--- src/rtl/inst_cache_pkg.sv ---
// Shared types and width derivation for the direct-mapped instruction cache.
// Widths are computed from LINES and WORDS_PER_LINE, so the modules stay parameter-generic.
package inst_cache_pkg;

    typedef enum logic {
        IDLE   = 1'b0,
        REFILL = 1'b1
    } state_t;

    // Byte offset within a line: word select bits plus the two ignored byte bits.
    function automatic int offset_w(input int words_per_line);
        return $clog2(words_per_line) + 2;
    endfunction

    function automatic int index_w(input int lines);
        return $clog2(lines);
    endfunction

    function automatic int tag_w(input int lines, input int words_per_line);
        return 32 - offset_w(words_per_line) - index_w(lines);
    endfunction

    function automatic int beat_w(input int words_per_line);
        return $clog2(words_per_line);
    endfunction

endpackage

--- src/rtl/inst_cache_line_store.sv ---
// Valid/tag/data arrays of the instruction cache, all in flops.
// Only the valid bits are reset; tags and data are qualified by them.
module inst_cache_line_store
    import inst_cache_pkg::*;
#(
    parameter int LINES          = 16,
    parameter int WORDS_PER_LINE = 4,
    localparam int IDX_W  = index_w(LINES),
    localparam int TAG_W  = tag_w(LINES, WORDS_PER_LINE),
    localparam int BEAT_W = beat_w(WORDS_PER_LINE)
) (
    input  logic              clk,
    input  logic              rst,
    input  logic [IDX_W-1:0]  rd_index,
    input  logic [BEAT_W-1:0] rd_word,
    output logic              rd_valid,
    output logic [TAG_W-1:0]  rd_tag,
    output logic [31:0]       rd_data,
    input  logic [IDX_W-1:0]  wr_index,
    input  logic              word_we,
    input  logic [BEAT_W-1:0] wr_word,
    input  logic [31:0]       wr_data,
    input  logic              tag_we,
    input  logic [TAG_W-1:0]  wr_tag,
    input  logic              valid_set,
    input  logic              flush_all
);

    logic [LINES-1:0] valid_q;
    logic [TAG_W-1:0] tag_q  [LINES];
    logic [31:0]      data_q [LINES][WORDS_PER_LINE];

    // Flush wins over a same-cycle line completion so a fence.i is never lost.
    always_ff @(posedge clk or posedge rst) begin
        if (rst) begin
            valid_q <= '0;
        end else if (flush_all) begin
            valid_q <= '0;
        end else if (tag_we && valid_set) begin
            valid_q[wr_index] <= 1'b1;
        end
    end

    always_ff @(posedge clk) begin
        if (word_we) begin
            data_q[wr_index][wr_word] <= wr_data;
        end
        if (tag_we) begin
            tag_q[wr_index] <= wr_tag;
        end
    end

    assign rd_valid = valid_q[rd_index];
    assign rd_tag   = tag_q[rd_index];
    assign rd_data  = data_q[rd_index][rd_word];

endmodule

--- src/rtl/inst_cache.sv ---
// Direct-mapped blocking instruction cache: combinational hit path, one-line burst refill on miss.
// Optional ICACHE_PERF_CNT_EN adds free-running hit_cnt / miss_cnt outputs.
module inst_cache
    import inst_cache_pkg::*;
#(
    parameter int LINES          = 16,
    parameter int WORDS_PER_LINE = 4
) (
    input  logic        clk,
    input  logic        rst,
    input  logic [31:0] pc,
    input  logic        flush,
    output logic [31:0] inst,
    output logic        inst_cache_ready,
    output logic        mem_req,
    output logic [31:0] mem_addr,
    input  logic        mem_rvalid,
    input  logic [31:0] mem_rdata
`ifdef ICACHE_PERF_CNT_EN
    ,
    output logic [31:0] hit_cnt,
    output logic [31:0] miss_cnt
`endif
);

    localparam int OFF_W  = offset_w(WORDS_PER_LINE);
    localparam int IDX_W  = index_w(LINES);
    localparam int TAG_W  = tag_w(LINES, WORDS_PER_LINE);
    localparam int BEAT_W = beat_w(WORDS_PER_LINE);

    state_t            state;
    logic [BEAT_W-1:0] beat_cnt;
    logic              flush_pending;

    logic [IDX_W-1:0]  pc_index;
    logic [BEAT_W-1:0] pc_word;
    logic [TAG_W-1:0]  pc_tag;
    logic [IDX_W-1:0]  fill_index;
    logic [TAG_W-1:0]  fill_tag;
    logic              pc_unused;

    logic              rd_valid;
    logic [TAG_W-1:0]  rd_tag;
    logic [31:0]       rd_data;

    logic              hit;
    logic              beat_fire;
    logic              last_beat;
    logic              flush_now;
    logic              flush_all;

    assign pc_index   = pc[OFF_W +: IDX_W];
    assign pc_word    = pc[2 +: BEAT_W];
    assign pc_tag     = pc[31 -: TAG_W];
    assign pc_unused  = ^pc[1:0];

    // The refill only ever uses the latched line address, never the live pc.
    assign fill_index = mem_addr[OFF_W +: IDX_W];
    assign fill_tag   = mem_addr[31 -: TAG_W];

    assign hit        = (state == IDLE) && rd_valid && (rd_tag == pc_tag);
    assign beat_fire  = (state == REFILL) && mem_rvalid;
    assign last_beat  = beat_fire && (beat_cnt == BEAT_W'(WORDS_PER_LINE - 1));
    assign flush_now  = flush || flush_pending;
    assign flush_all  = ((state == IDLE) && flush) || (last_beat && flush_now);

    assign inst_cache_ready = hit;
    assign inst             = rd_data;

    inst_cache_line_store #(
        .LINES          (LINES),
        .WORDS_PER_LINE (WORDS_PER_LINE)
    ) u_line_store (
        .clk       (clk),
        .rst       (rst),
        .rd_index  (pc_index),
        .rd_word   (pc_word),
        .rd_valid  (rd_valid),
        .rd_tag    (rd_tag),
        .rd_data   (rd_data),
        .wr_index  (fill_index),
        .word_we   (beat_fire),
        .wr_word   (beat_cnt),
        .wr_data   (mem_rdata),
        .tag_we    (last_beat),
        .wr_tag    (fill_tag),
        .valid_set (!flush_now),
        .flush_all (flush_all)
    );

    always_ff @(posedge clk or posedge rst) begin
        if (rst) begin
            state         <= IDLE;
            beat_cnt      <= '0;
            flush_pending <= 1'b0;
            mem_req       <= 1'b0;
            mem_addr      <= '0;
        end else begin
            case (state)
                IDLE: begin
                    if (!hit) begin
                        state    <= REFILL;
                        mem_req  <= 1'b1;
                        mem_addr <= {pc_tag, pc_index, {OFF_W{1'b0}}};
                    end
                end
                REFILL: begin
                    if (flush) begin
                        flush_pending <= 1'b1;
                    end
                    if (beat_fire) begin
                        beat_cnt <= beat_cnt + BEAT_W'(1);
                    end
                    // Completion overrides the increment and any pending-flush set above.
                    if (last_beat) begin
                        state         <= IDLE;
                        mem_req       <= 1'b0;
                        beat_cnt      <= '0;
                        flush_pending <= 1'b0;
                    end
                end
                default: state <= IDLE;
            endcase
        end
    end

`ifdef ICACHE_PERF_CNT_EN
    always_ff @(posedge clk or posedge rst) begin
        if (rst) begin
            hit_cnt  <= '0;
            miss_cnt <= '0;
        end else begin
            if (hit) begin
                hit_cnt <= hit_cnt + 32'd1;
            end
            if ((state == IDLE) && !hit) begin
                miss_cnt <= miss_cnt + 32'd1;
            end
        end
    end
`endif

endmodule

--- config.mk ---
export PLATFORM = sky130hd
export DESIGN_NAME = inst_cache
export DESIGN_NICKNAME = d
export VERILOG_FILES = /design/src/rtl/inst_cache_pkg.sv /design/src/rtl/inst_cache_line_store.sv /design/src/rtl/inst_cache.sv
export SDC_FILE = /design/constraint.sdc
export NUM_CORES = 2
export LEC_CHECK = 0
export CORE_ASPECT_RATIO = 0.9
export CORE_UTILIZATION = 40
export DETAILED_ROUTE_END_ITERATION = 6
export GPL_TIMING_DRIVEN = 0
export PLACE_DENSITY = 0.55
export SLEW_MARGIN = 20
export SYNTH_ARGS = -nofsm -noshare
export SYNTH_HDL_FRONTEND = slang
export SYNTH_HIERARCHICAL = 1
export SYNTH_SLANG_ARGS = --single-unit
export TNS_END_PERCENT = 5
--- constraint.sdc ---
create_clock -name clk -period 6.7 [get_ports clk]
set_clock_uncertainty 0.2 [all_clocks]
set_input_delay 1.34 -clock clk [delete_from_list [all_inputs] [get_ports clk]]
set_output_delay 1.34 -clock clk [all_outputs]
set_load 0.005 [all_outputs]
==> impl_metrics.toml <==
[detailed_routing]
initialDrtViolationCount = 6849
wl_per_cell_um = 36.9
wl_um = 294000
detail_route.first_pass.iterations = 5
vias = 47800
met1Wirelength_um = 119000
dr_wl_met2_um = 135000
drcViolationCount = 0
top_layer = "met5"
dr_wl_met3_um = 26400
ant_nets = 0
avgViaCountPerCell = 6.00

[setup_path]
path_delay_family = "buffers and inverters"
critPathCaptureType = "output pin"
cp.required_ns = 5.16
crit_path_cell_trace = "clkdlybuf4s50_1 -> clkbuf_2 -> clkbuf_2 -> nand3_1 -> o22ai_1 -> a211oi_2 -> a21oi_1 -> a311oi_2 -> clkdlybuf4s50_1"
arrival_ns = 5.20
cpMaxStageDelayCell = "a311oi_2"
cp-start-kind = "primary input"
crit_buf_inv = 4
cp_max_fo = 10
slowest_delay_ns = 0.70
path_class = "primary input to output pin"

[grt]
grt_pass1_wl_um = 396000
grt_pass1_vias = 46600
grt_usage = 0.244
overflow = 0
antenna_found_initial = 16
grt_max_degree = 65

[layout]
final_nets = 4679
area_growth_syn_to_layout_pct = 19.1
final_cells = 7969
drive_above_1_share = 0.325

[place]
dp_worst_setup_slack_ns = -2.01
dp_hpwl_um = 199000
dp.cells = 7509
io_buffers = 126
gp_congestion = 0.827

[sta]
hold_violations = 0
worst_slew_pin_slew_ns = 1.25
drv_slew = 0
rsz0062_at_grt = "false"
period_share = 1.01
period_needed_ns = 6.74
worst_slack_ns = -0.0377
setup_viol = 4
max_freq_ghz = 0.148
relSlewSlack = 0.163

[cts]
clock-sinks = 2481
cts.reportedPaths.clkPinSlew_ns = 0.06
cts_buffers = 247
ctsLongestPathBuffers = 4
cts_tree = "done"
root_buffer = "clkbuf_16"
hold_buffers = 0
clk_latency_ns = 0.88
htree_levels = 4

[synth]
synth.distinct_cells = 51
async_flop_share = 0.0198
synth.area.mux_share = 0.167
synth_compound_area_frac = 0.0224
synth_xor_xnor_area_share = 0.00221
synth_top_family_by_area = "multiplexers"
ys_warn_count = 6
netlist_instances = 4047
synth_edf_count = 2432
yosys.area_share.simple = 0.0118
yosysSeqAreaShare = 0.781
synthFlopType = "edfxtp_1"
synth_fa_ha_area_frac = 0.000132
ys_ff_latch = 2481
synth_area_sq_um = 95000
avgSynthCellArea_sq_um = 23.5

[floorplanning]
rows = 169
die_h_um = 464
coreArea_sq_um = 236000
dieArea_sq_um = 240000
dieWidth_um = 516
ios = 134
initial_core_util = 0.403

[pwr]
powerDensity_nw_per_um2 = 312
irDropWorstVdd_mv = 0.265
leakage_uw = 0.0356

[job]
max-cap-violations = 0

[status]
status = "finished with violations"
violations = "setup timing"

[worst_hold_path]
worst_hold_path_type = "flop to flop"
power by group:
part / switching [uW] / internal (uW) / total [uW]
clock network: 5800 / 7570 / 13400
logic: 2110 / 1290 / 3390
registers: 532 / 18000 / 18500
through the flow:
step | TNS (ns) | total power [uW] | cell area, sq um | hold WS [ns] | util
final | -0.0743 | 35300 | 113000 | 0.302 | 0.480
after global placement | -871.39 | 21800 | 100000 | 0.272 | 0.425
after detailed placement | -51.10 | 22200 | 105000 | 0.287 | 0.444
after floorplan | 0 | 20000 | 95000 | 0.257 | -
after CTS | -1.24 | 35500 | 113000 | 0.301 | 0.478
after global routing | 0 | 36200 | 113000 | 0.324 | 0.480
registers in the layout, indices dropped and copies added (netlist names):
name,count
state,1
u_line_store/data_q,2048
mem_req,1
flush_pending,1
beat_cnt,2
u_line_store/valid_q,16
mem_addr,28
u_line_store/tag_q,384
path summary, 6_finish.rpt:
path                                                     startpoint                              endpoint  slack [ns]  cells past startpoint
worst max-delay path                                          pc[3]                              inst[30]       -0.04                      9
worst min-delay path            u_line_store/valid_q[6]$_DFFE_PP0P_   u_line_store/valid_q[6]$_DFFE_PP0P_        0.30                      2
worst max register to register              beat_cnt[0]$_DFFE_PP0P_   u_line_store/tag_q[0][14]$_DFFE_PP_        2.92                      7
worst min register to register  u_line_store/valid_q[6]$_DFFE_PP0P_   u_line_store/valid_q[6]$_DFFE_PP0P_        0.30                      2
max in group asynchronous                                       rst  u_line_store/valid_q[15]$_DFFE_PP0P_        5.02                      2
min in group asynchronous                                       rst               mem_addr[7]$_DFFE_PP0P_        0.71                      2
cells in the final DEF, fill, tap and decap left out, types with 8 or more instances in the layout:
cell	netlist	routed
dfrtp_1	49	49
a21oi_1	41	31
diode_2	0	8
clkinv_2	0	44
nor2_4	0	80
a311oi_2	0	10
clkbuf_4	4	13
a211oi_2	0	19
nor2_1	113	32
mux4_2	633	633
nor2b_1	17	16
mux2_2	21	21
buf_6	32	41
buf_2	65	56
bufinv_16	0	19
a311oi_1	28	17
clkbuf_2	0	20
nor3_2	0	8
nand3_1	17	17
clkbuf_1	62	92
clkinv_1	0	50
clkdlybuf4s50_1	0	89
buf_12	1	102
a21oi_2	0	9
buf_4	48	91
nor3_1	31	23
xor2_1	16	16
edfxtp_1	2432	2432
mux2i_1	122	121
a22oi_1	69	69
a211oi_4	0	12
a22o_1	59	59
clkinvlp_4	0	9
nand2_1	18	18
a31oi_1	9	9
clkbuf_16	0	251
o22ai_1	29	29
buf_16	0	76
mux2_4	9	9
cell usage after synthesis, drive strengths merged (17+ instances only):
| library cell | n | area share |
|---|---|---|
| nor3 | 31 | 0.0016 |
| clkbuf | 66 | 0.0028 |
| a22o | 59 | 0.0054 |
| nor2 | 113 | 0.0045 |
| nand2 | 18 | 0.00071 |
| nor2b | 17 | 0.0011 |
| mux2 | 30 | 0.0039 |
| mux2i | 122 | 0.013 |
| a211oi | 37 | 0.0029 |
| a22oi | 69 | 0.0055 |
| a21oi | 41 | 0.0022 |
| a311oi | 28 | 0.0026 |
| o22ai | 29 | 0.0019 |
| edfxtp | 2432 | 0.77 |
| mux4 | 633 | 0.15 |
| buf | 161 | 0.012 |
| nand3 | 17 | 0.00090 |
| dfrtp | 49 | 0.013 |
routing by layer:
layer	vias up	GRT usage
li1	18600	-
met1	26100	0.347
met2	2611	0.373
met3	457	0.0437
met4	4	0.100
met5	-	0
final cells by class:
type,count,area [sq um]
fill,19100,123000
sequential,2481,74300
multi-input combinational,1335,20400
clock buffer,307,6520
timing repair buffer,312,5150
tap,3163,3960
buffer,226,1760
clock inverter,130,1140
inverter,7,26.3
antenna,8,20.0
repair_timing:
item / 4_1_cts / 5_1_grt
setup endpoints to repair: 33 / 11
setup buffers: 0 / 16
resized for setup: 141 / 65
pin swaps: 2 / 1
worst reg2reg max path, stage by stage, from the launching register on:
cell and delay (ns):
dfrtp_1 0.44, ha_1 0.26, and3_1 0.17, clkbuf_1 0.41
inv_1 0.40, clkbuf_1 0.56, nor2_4 0.73, buf_16 0.26
cell families after synthesis:
group	after synthesis
fa+ha+maj	1
mux	785
other cells	1
xor+xnor	24
flops	2481
simple gates	234
buf+inv	234
compound gates	287
(Power assumes the default switching activity.)
